$ cat src/rtl/alu_bennett_sequencer_pkg.sv
// Shared types for the adiabatic ALU sequencer: opcodes, FSM states and the
// bundle of ALU select lines.
package alu_seq_pkg;

    typedef enum logic [2:0] {
        OP_ADD     = 3'd0,
        OP_SUB     = 3'd1,
        OP_SLT     = 3'd2,
        OP_AND     = 3'd3,
        OP_OR      = 3'd4,
        OP_PCINC   = 3'd5,
        OP_IMM     = 3'd6,
        OP_ILLEGAL = 3'd7
    } op_e;

    typedef enum logic [2:0] {
        IDLE,
        ARM,
        EVAL,
        FIRE,
        CAPTURE,
        DRAIN,
        DONE
    } state_e;

    // Field order matches {C1C0, A_mux, B_mux1B_mux0, SUB, STL, Cin, mux3_1mux3_0}
    typedef struct packed {
        logic alu_control1;
        logic alu_control0;
        logic a_mux;
        logic b_mux1;
        logic b_mux0;
        logic sub;
        logic stl;
        logic adder_cin;
        logic mux3_1;
        logic mux3_0;
    } alu_ctrl_t;

    localparam alu_ctrl_t CTRL_IDLE = '0;

endpackage

$ cat src/rtl/alu_bennett_sequencer_decode.sv
// Opcode to ALU select-line decode; purely combinational, registered by the FSM.
module alu_op_decode
    import alu_seq_pkg::*;
(
    input  op_e       op,
    output alu_ctrl_t ctrl
);

    // Map each legal opcode onto its select pattern; illegal maps to idle
    always_comb begin
        ctrl = CTRL_IDLE;
        case (op)
            OP_ADD:   ctrl = alu_ctrl_t'(10'b10_1_11_0_0_0_00);
            OP_SUB:   ctrl = alu_ctrl_t'(10'b10_1_11_1_0_1_00);
            OP_SLT:   ctrl = alu_ctrl_t'(10'b10_1_11_1_1_1_00);
            OP_AND:   ctrl = alu_ctrl_t'(10'b00_1_11_0_0_0_00);
            OP_OR:    ctrl = alu_ctrl_t'(10'b01_1_11_0_0_0_00);
            OP_PCINC: ctrl = alu_ctrl_t'(10'b10_0_00_0_0_1_01);
            OP_IMM:   ctrl = alu_ctrl_t'(10'b11_1_10_0_0_0_10);
            default:  ctrl = CTRL_IDLE;
        endcase
    end

endmodule

$ cat src/rtl/alu_bennett_sequencer.sv
// Sequences one ALU operation per Bennett clock cycle: holds selects/operands,
// fires the slow-clock latch pulses while all rails are charged, captures the
// result and releases the controls after discharge.
module alu_bennett_sequencer
    import alu_seq_pkg::*;
#(
    parameter int WIDTH       = 13,
    parameter int DATA_W      = 16,
    parameter int TIMEOUT_CYC = 256
) (
    input  logic              clk,
    input  logic              reset,
    input  logic              instFlag,
    input  logic [WIDTH-1:0]  clkpos,
    input  logic [WIDTH-1:0]  clkneg,
    input  logic              op_valid,
    output logic              op_ready,
    input  logic [2:0]        op_code,
    input  logic [DATA_W-1:0] op_a,
    input  logic [DATA_W-1:0] op_b,
    input  logic [DATA_W-1:0] op_pc,
    input  logic [DATA_W-1:0] op_instr,
    output logic [DATA_W-1:0] a,
    output logic [DATA_W-1:0] b,
    output logic [DATA_W-1:0] PC_in,
    output logic [DATA_W-1:0] instr_in,
    output logic              ALU_Control0,
    output logic              ALU_Control1,
    output logic              A_mux,
    output logic              Adder_Cin,
    output logic              B_mux0,
    output logic              B_mux1,
    output logic              SUB,
    output logic              STL,
    output logic              mux3_0,
    output logic              mux3_1,
    output logic              ALU_O_Fclkpos,
    output logic              A_Fclkpos,
    input  logic [DATA_W-1:0] alu_out,
    input  logic              out_Zero_Detect,
    output logic              res_valid,
    output logic [DATA_W-1:0] result,
    output logic              res_zero,
    output logic              err,
    output logic              busy
);

    localparam int CNT_W = (TIMEOUT_CYC > 2) ? $clog2(TIMEOUT_CYC) : 1;
    localparam logic [CNT_W-1:0] CNT_LAST = CNT_W'(TIMEOUT_CYC - 1);

    state_e           state;
    alu_ctrl_t        ctrl_q;
    alu_ctrl_t        dec_ctrl;
    logic             fire_q;
    logic             flag_q;
    logic [CNT_W-1:0] cnt;
    logic             charged;
    logic             flag_rise;

    alu_op_decode u_decode (
        .op   (op_e'(op_code)),
        .ctrl (dec_ctrl)
    );

    assign charged   = (clkpos == '1) && (clkneg == '0);
    assign flag_rise = instFlag && !flag_q;

    assign ALU_Control1  = ctrl_q.alu_control1;
    assign ALU_Control0  = ctrl_q.alu_control0;
    assign A_mux         = ctrl_q.a_mux;
    assign B_mux1        = ctrl_q.b_mux1;
    assign B_mux0        = ctrl_q.b_mux0;
    assign SUB           = ctrl_q.sub;
    assign STL           = ctrl_q.stl;
    assign Adder_Cin     = ctrl_q.adder_cin;
    assign mux3_1        = ctrl_q.mux3_1;
    assign mux3_0        = ctrl_q.mux3_0;
    assign ALU_O_Fclkpos = fire_q;
    assign A_Fclkpos     = fire_q;

    // Sequencer FSM; every output is a register updated here
    always_ff @(posedge clk) begin
        if (reset) begin
            state     <= IDLE;
            ctrl_q    <= CTRL_IDLE;
            a         <= '0;
            b         <= '0;
            PC_in     <= '0;
            instr_in  <= '0;
            fire_q    <= 1'b0;
            res_valid <= 1'b0;
            err       <= 1'b0;
            result    <= '0;
            res_zero  <= 1'b0;
            op_ready  <= 1'b1;
            busy      <= 1'b0;
            flag_q    <= 1'b0;
            cnt       <= '0;
        end else begin
            flag_q    <= instFlag;
            fire_q    <= 1'b0;
            res_valid <= 1'b0;
            err       <= 1'b0;
            case (state)
                IDLE: begin
                    if (op_valid) begin
                        if (op_e'(op_code) == OP_ILLEGAL) begin
                            err <= 1'b1;
                        end else begin
                            ctrl_q   <= dec_ctrl;
                            a        <= op_a;
                            b        <= op_b;
                            PC_in    <= op_pc;
                            instr_in <= op_instr;
                            op_ready <= 1'b0;
                            busy     <= 1'b1;
                            state    <= ARM;
                        end
                    end
                end
                ARM: begin
                    if (flag_rise) begin
                        cnt   <= '0;
                        state <= EVAL;
                    end
                end
                EVAL: begin
                    if (charged) begin
                        fire_q <= 1'b1;
                        state  <= FIRE;
                    end else if (cnt == CNT_LAST) begin
                        err      <= 1'b1;
                        ctrl_q   <= CTRL_IDLE;
                        a        <= '0;
                        b        <= '0;
                        PC_in    <= '0;
                        instr_in <= '0;
                        op_ready <= 1'b1;
                        busy     <= 1'b0;
                        state    <= IDLE;
                    end else begin
                        cnt <= cnt + 1'b1;
                    end
                end
                FIRE: begin
                    state <= CAPTURE;
                end
                CAPTURE: begin
                    result   <= alu_out;
                    res_zero <= out_Zero_Detect;
                    state    <= DRAIN;
                end
                DRAIN: begin
                    // Controls drop together with res_valid so DONE already shows defaults
                    if (flag_rise) begin
                        res_valid <= 1'b1;
                        ctrl_q    <= CTRL_IDLE;
                        a         <= '0;
                        b         <= '0;
                        PC_in     <= '0;
                        instr_in  <= '0;
                        state     <= DONE;
                    end
                end
                DONE: begin
                    op_ready <= 1'b1;
                    busy     <= 1'b0;
                    state    <= IDLE;
                end
                default: begin
                    state <= IDLE;
                end
            endcase
        end
    end

endmodule

$ cat config.mk
export PLATFORM = sky130hd
export DESIGN_NAME = alu_bennett_sequencer
export DESIGN_NICKNAME = d
export VERILOG_FILES = /design/src/rtl/alu_bennett_sequencer_pkg.sv /design/src/rtl/alu_bennett_sequencer_decode.sv /design/src/rtl/alu_bennett_sequencer.sv
export SDC_FILE = /design/constraint.sdc
export NUM_CORES = 1
export LEC_CHECK = 0
export CAP_MARGIN = 5
export CORE_MARGIN = 1
export CORE_UTILIZATION = 45
export DETAILED_ROUTE_END_ITERATION = 7
export GPL_TIMING_DRIVEN = 1
export PLACE_DENSITY = 0.87
export SLEW_MARGIN = 20
export SYNTH_ARGS = -nofsm -noshare
export SYNTH_HDL_FRONTEND = slang
export SYNTH_SLANG_ARGS = --single-unit
$ cat constraint.sdc
create_clock -name clk -period 4.7 [get_ports clk]
set_input_delay 0.47 -clock clk [delete_from_list [all_inputs] [get_ports clk]]
set_output_delay 0.47 -clock clk [all_outputs]
set_load 0.005 [all_outputs]
# --- Word-level counts from Yosys, hierarchy flattened ---
# Index checks and enable logic that the tools add are counted.
classes:
  n_addsub: 1
  n_eq_ne: 23
  n_mux: 50
  bitwise_logic: 2
  reduce_logical: 15
op_table:
  columns: ["operator", "count"]
  rows:
  - ["$pmux W16 S3", 4]
  - ["$mux W16", 11]
  - ["$pmux W10 S7", 1]
  - ["$mux W10", 5]
  - ["$pmux W10 S3", 1]
  - ["$mux W8", 3]
  - ["$eq A3 B3 Y1 const B", 7]
  - ["$mux W3", 6]
  - ["$pmux W3 S6", 1]
  - ["$pmux W8 S2", 1]
  - ["$mux W1", 14]
  - ["$ne A2 B2 Y1 const B", 7]
  - ["$eq A13 B13 Y1 const B", 1]
  - ["$logic_not A13 Y1", 1]
  - ["$eq A3 B2 Y1 const B", 4]
  - ["$reduce_and A5 Y1", 2]
  - ["$add A8 B1 Y8 const B", 1]
  - ["$eq A8 B8 Y1 const B", 1]
  - ["$eq A3 B1 Y1 const B", 2]
  - ["$logic_not A3 Y1", 2]
  - ["$pmux W1 S3", 2]
  - ["$reduce_and A6 Y1", 1]
  - ["$reduce_bool A3 Y1", 2]
  - ["$reduce_and A4 Y1", 1]
  - ["other kinds (7)", 10]
word_totals:
  ff_bits: 108
  input_bits: 114
  wordCells: 115

# --- Depth between registers and ports, before layout ---
logic_depth:
  depth_word: 5
  ltp_mapped: 8
  depth_no_buf: 6

# --- Cells and area by module ---
# A second synthesis with hierarchy kept.
unflattened:
  cells_unflattened: 525
  area_unflattened_um2: 4762.1
by_module_without_submodules:
  columns: ["module", "instances", "cells_per_inst", "area_per_inst_um2", "seq_area_each_um2"]
  rows:
  - ["alu_bennett_sequencer", 1, 512, 4674.5, 2162.1]
  - ["alu_op_decode", 1, 13, 87.6, 0.0]

# --- Worst setup path after synthesis ---
# Ideal clock, no wire load.
synth_path:
  path_kind: "input port to flip-flop"
  startpoint: "input clkneg[0]"
  endpoint: "register op_ready"
  setup_ns: 0.122
  arrival_ns: 2.150
  t_required_ns: 4.578
  slack_ns: 2.428
  path_stages: 5
  n_path_buf: 0
  path_cell_list: "or4_1 -> or4_4 -> o21ai_4 -> nand2b_1 -> a221o_1"
synth_via:
  elab_chain_len: 4
synth_rtl:
  columns: ["item", "line", "text"]
  rows:
  - ["start, declared", "alu_bennett_sequencer.sv:15", "input logic [WIDTH-1:0] clkneg,"]
  - ["$logic_not A13 Y1", "alu_bennett_sequencer.sv:65", "assign charged = (clkpos == '1) && (clkneg == '0);"]
  - ["$logic_and A1 B1 Y1", "alu_bennett_sequencer.sv:65", null]
  - ["$ne A2 B2 Y1 (no line)", null, null]
  - ["$reduce_and A5 Y1 (no line)", null, null]
  - ["end signal, assigned", "alu_bennett_sequencer.sv:95", "op_ready <= 1'b1;"]
  - ["end signal, assigned", "alu_bennett_sequencer.sv:115", "op_ready <= 1'b0;"]
  - ["end signal, assigned", "alu_bennett_sequencer.sv:138", "op_ready <= 1'b1;"]
  - ["end, declared", "alu_bennett_sequencer.sv:17", "output logic op_ready,"]
# No other way between the ends.
# A chain may end at the register's enable or synchronous reset.

# --- Final worst setup path ---
layout_path:
  startpoint: "register state[1]"
  endpoint: "register a[3]"
layout_via:
  elab_chain_len: 3
layout_rtl:
  columns: ["item", "line", "text"]
  rows:
  - ["start, declared", "alu_bennett_sequencer.sv:51", "state_e state;"]
  - ["start signal, assigned", "alu_bennett_sequencer.sv:84", "state <= IDLE;"]
  - ["start signal, assigned", "alu_bennett_sequencer.sv:117", "state <= ARM;"]
  - ["start signal, assigned", "alu_bennett_sequencer.sv:124", "state <= EVAL;"]
  - ["$eq A3 B3 Y1, or another cell as far along", "alu_bennett_sequencer.sv:104", "case (state)"]
  - ["$ne A2 B2 Y1 (no line) or $reduce_bool A3 Y1 (tied branches)", null, null]
  - ["$reduce_and A6 Y1 (no line)", null, null]
  - ["end signal, assigned", "alu_bennett_sequencer.sv:111", "a <= op_a;"]
  - ["end, declared", "alu_bennett_sequencer.sv:23", "output logic [DATA_W-1:0] a,"]
# Several ways; a longest one is shown, not always the timed one.

==> results.cfg <==
[timing]
setup_tns_ps = 0
fin_skew_ps = 9.810
finalSetupViolCount = 0
hold_viol_final = 0
fmax_mhz = 327.4
period_needed_ps = 3054
max_slew_margin_pct = 28.04
worst_slew_pin_slew_ps = 1079
rsz0062_at_grt = no
fin_crit_sh_pct = 64.99
drv_slew = 0

[finish]
n_antenna_cell = 0
fin_area_um2 = 6809
layout_commonest_cell = clkdlybuf4s50_1
final_cell_mix = 210 x clkdlybuf4s50_1, 121 x nand2_1, 107 x dfxtp_1
area_growth_pct = 50.17
drive_gt1_share_pct = 14.93
nets = 820

[placement]
dp_hpwl_um = 8937
place_area_um2 = 6604
port_buffers = 210
gp_congestion = 0.8035

[logic_synthesis]
synth_xor_area_share_pct = 0
syn_inst = 522
synthMuxAreaShare_pct = 0
synth_top_area_share_pct = 47.24
yosys.area.top_type = dfxtp_1
yosysUniqueCellTypes = 52
synth-simple-area-share_pct = 25.77
mappedNetlistArea_um2 = 4534
yosys_register_bits = 107
synth_enable_flop_cells = 0
synthAdderAreaFrac_pct = 0.2759
synthTopCellsByArea = dfxtp_1 47%, o21ai_2 13%, nand2_1 10%
yosys_warnings = 0
synth_top_family_by_area = simple AND/OR/NAND/NOR gates
synth_compound_area_share_pct = 20.83
synth_area_per_cell_um2 = 8.686
syn_nets = 637
dominantRegCellSynth = dfxtp_1
ys_async_sr_fraction_pct = 0
synth-seq-area-share_pct = 47.24

[worst_hold_path]
hp-class = flop to flop

[clock_tree]
postCtsSetupBuffers = 0
cts_buffer_depth = 2
cts_tree = done
clk_pin_slew_ps = 90
cts_buffers = 9
root_buffer = clkbuf_8
clk_latency_ps = 370
cts_htree_levels = 3
post_cts_resized = 0
cts_sinks = 107
cts_hold_buf = 0

[power_and_ir_drop]
p_switching_w = 0.0005180
leakage_nw = 2.399
p_per_area_nw_per_um2 = 290.8
p_clk_share_pct = 29.4
internal_power_w = 0.001462
p_comb_share_pct = 20.3
p_sw_share_pct = 26.17
p_seq_share_pct = 50.3
peakVddDrop_mv = 0.1481

[detailed_routing]
drc = 0
drt-wirelength-per-cell_um = 14.82
avgViaCountPerCell = 5.240
vias = 4417
dr.pass1.iters = 4
ant_nets = 0
wirelength_um = 12490
detail_route.iter0.violations = 150

[worst_setup_path]
cp_max_fo = 66
critical_path_required_ps = 4910
worstSetupPathType = flop to flop
critPathLaunchType = flop
slowest_delay_ps = 880
crit_chain = inv_1, nor3_2, nand2_1, o21bai_4, buf_4, o21ai_0
arrival_ps = 3270
crit_slowest_cell = buf_4
endpoint_kind = flop

[global_routing]
grt.overflow.total = 0
grt_pass1_vias = 4223
antenna_found_initial = 0
grt_pass1_wl_um = 19620
grt_max_degree = 74
grtUsageTotal_pct = 23.98

[flow_run]
max_cap_violations = 0

[floorplan]
io_pins = 211
num_rows = 36
die_w_um = 102.4
die_area_um2 = 10480
core_um2 = 9774
start_util_pct = 46.39
die_h_um = 102.4

[status]
outcome = finished, final reports clean
==> power groups by stage <==
stage	clock network [W]	logic [W]	registers (W)
2_1_floorplan	0	0.000179	0.00101
3_3_place_gp	0	0.000395	0.00101
3_5_place_dp	0	0.000404	0.00102
4_1_cts	0.000591	0.000406	0.000996
5_1_grt	0.000630	0.000435	0.00100
6_report	0.000582	0.000402	0.000996
==> metal layers <==
layer	track usage [%]	up-vias	routed length [um]
met4	12.31	0	311
met3	6.977	25	953
met1	26.77	2047	5012
met5	0	-	0
li1	-	2176	-
met2	41.51	169	6214
==> per-stage QoR <==
stage	power (W)	worst slack (ps)	utilization [%]	instances	hold WS (ps)
floorplan	0.001194	2428	-	522	444.7
global placement	0.001409	1486	67.56	827	442.5
detailed placement	0.001420	1409	67.56	827	447.2
CTS	0.001994	1589	69.66	843	460.7
global route	0.002069	1295	69.66	843	479.9
finish	0.001980	1646	69.66	843	457.1
==> registers in the layout, summed over array words and instances, names as in the netlist <==
name and flops:
ALU_Control0 1, ALU_Control1 1, ALU_O_Fclkpos 1, A_mux 1, Adder_Cin 1, B_mux0 1, PC_in 16, STL 1
SUB 1, a 16, b 16, busy 1, cnt 8, err 1, flag_q 1, instr_in 16
mux3_0 1, mux3_1 1, op_ready 1, res_valid 1, res_zero 1, result 16, state 3
==> area by class of cell <==
type | count | area (um2)
Inverter | 5 | 18.77
Clock inverter | 3 | 46.29
Sequential cell | 107 | 2142
Multi-Input combinational cell | 368 | 2145
Timing Repair Buffer | 214 | 2132
Clock buffer | 13 | 158.9
Fill cell | 794 | 2965
Tap cell | 133 | 166.4
==> logic make-up (layout without fill, tap and decap cells) <==
logic type / count (synthesis) / in the layout
flip-flops: 107 / 107
buffers and inverters: 47 / 235
AO/OA/AOI/OAI: 122 / 122
AND/OR/NAND/NOR: 245 / 245
adder cells (fa/ha/maj): 1 / 1
==> critical path: cells and delay by family, from the launching register on <==
kind,cells,cell delay [ps]
AND/OR/NAND/NOR,2,790
buffers and inverters,2,1040
AO/OA/AOI/OAI,2,520
flip-flops,1,550
==> synthesized netlist by cell type (2+ instances only) <==
cell type	count
o211ai_1	4
nand2b_1	3
a21oi_1	27
or4_2	2
o31ai_1	2
o21ai_0	8
o21ai_2	68
dfxtp_1	107
nand4b_1	2
buf_6	7
or3_2	5
nor3_1	3
or2_2	2
nand2_1	121
nand4_1	6
dlygate4sd1_1	2
buf_4	3
nor2b_1	3
and3_1	2
o21ai_1	2
nand3_1	73
clkbuf_1	27
inv_1	5
nor2_1	10
==> path summary, 6_finish.rpt <==
path,from,end,slack [ps],cells after the start
setup / recovery,state[1],a[3],1650,6
hold / removal,result[11],result[11],460,2
setup reg to reg,state[1],a[3],1650,6
hold reg to reg,result[11],result[11],460,2
No activity file was read; power rests on OpenSTA's default activity.
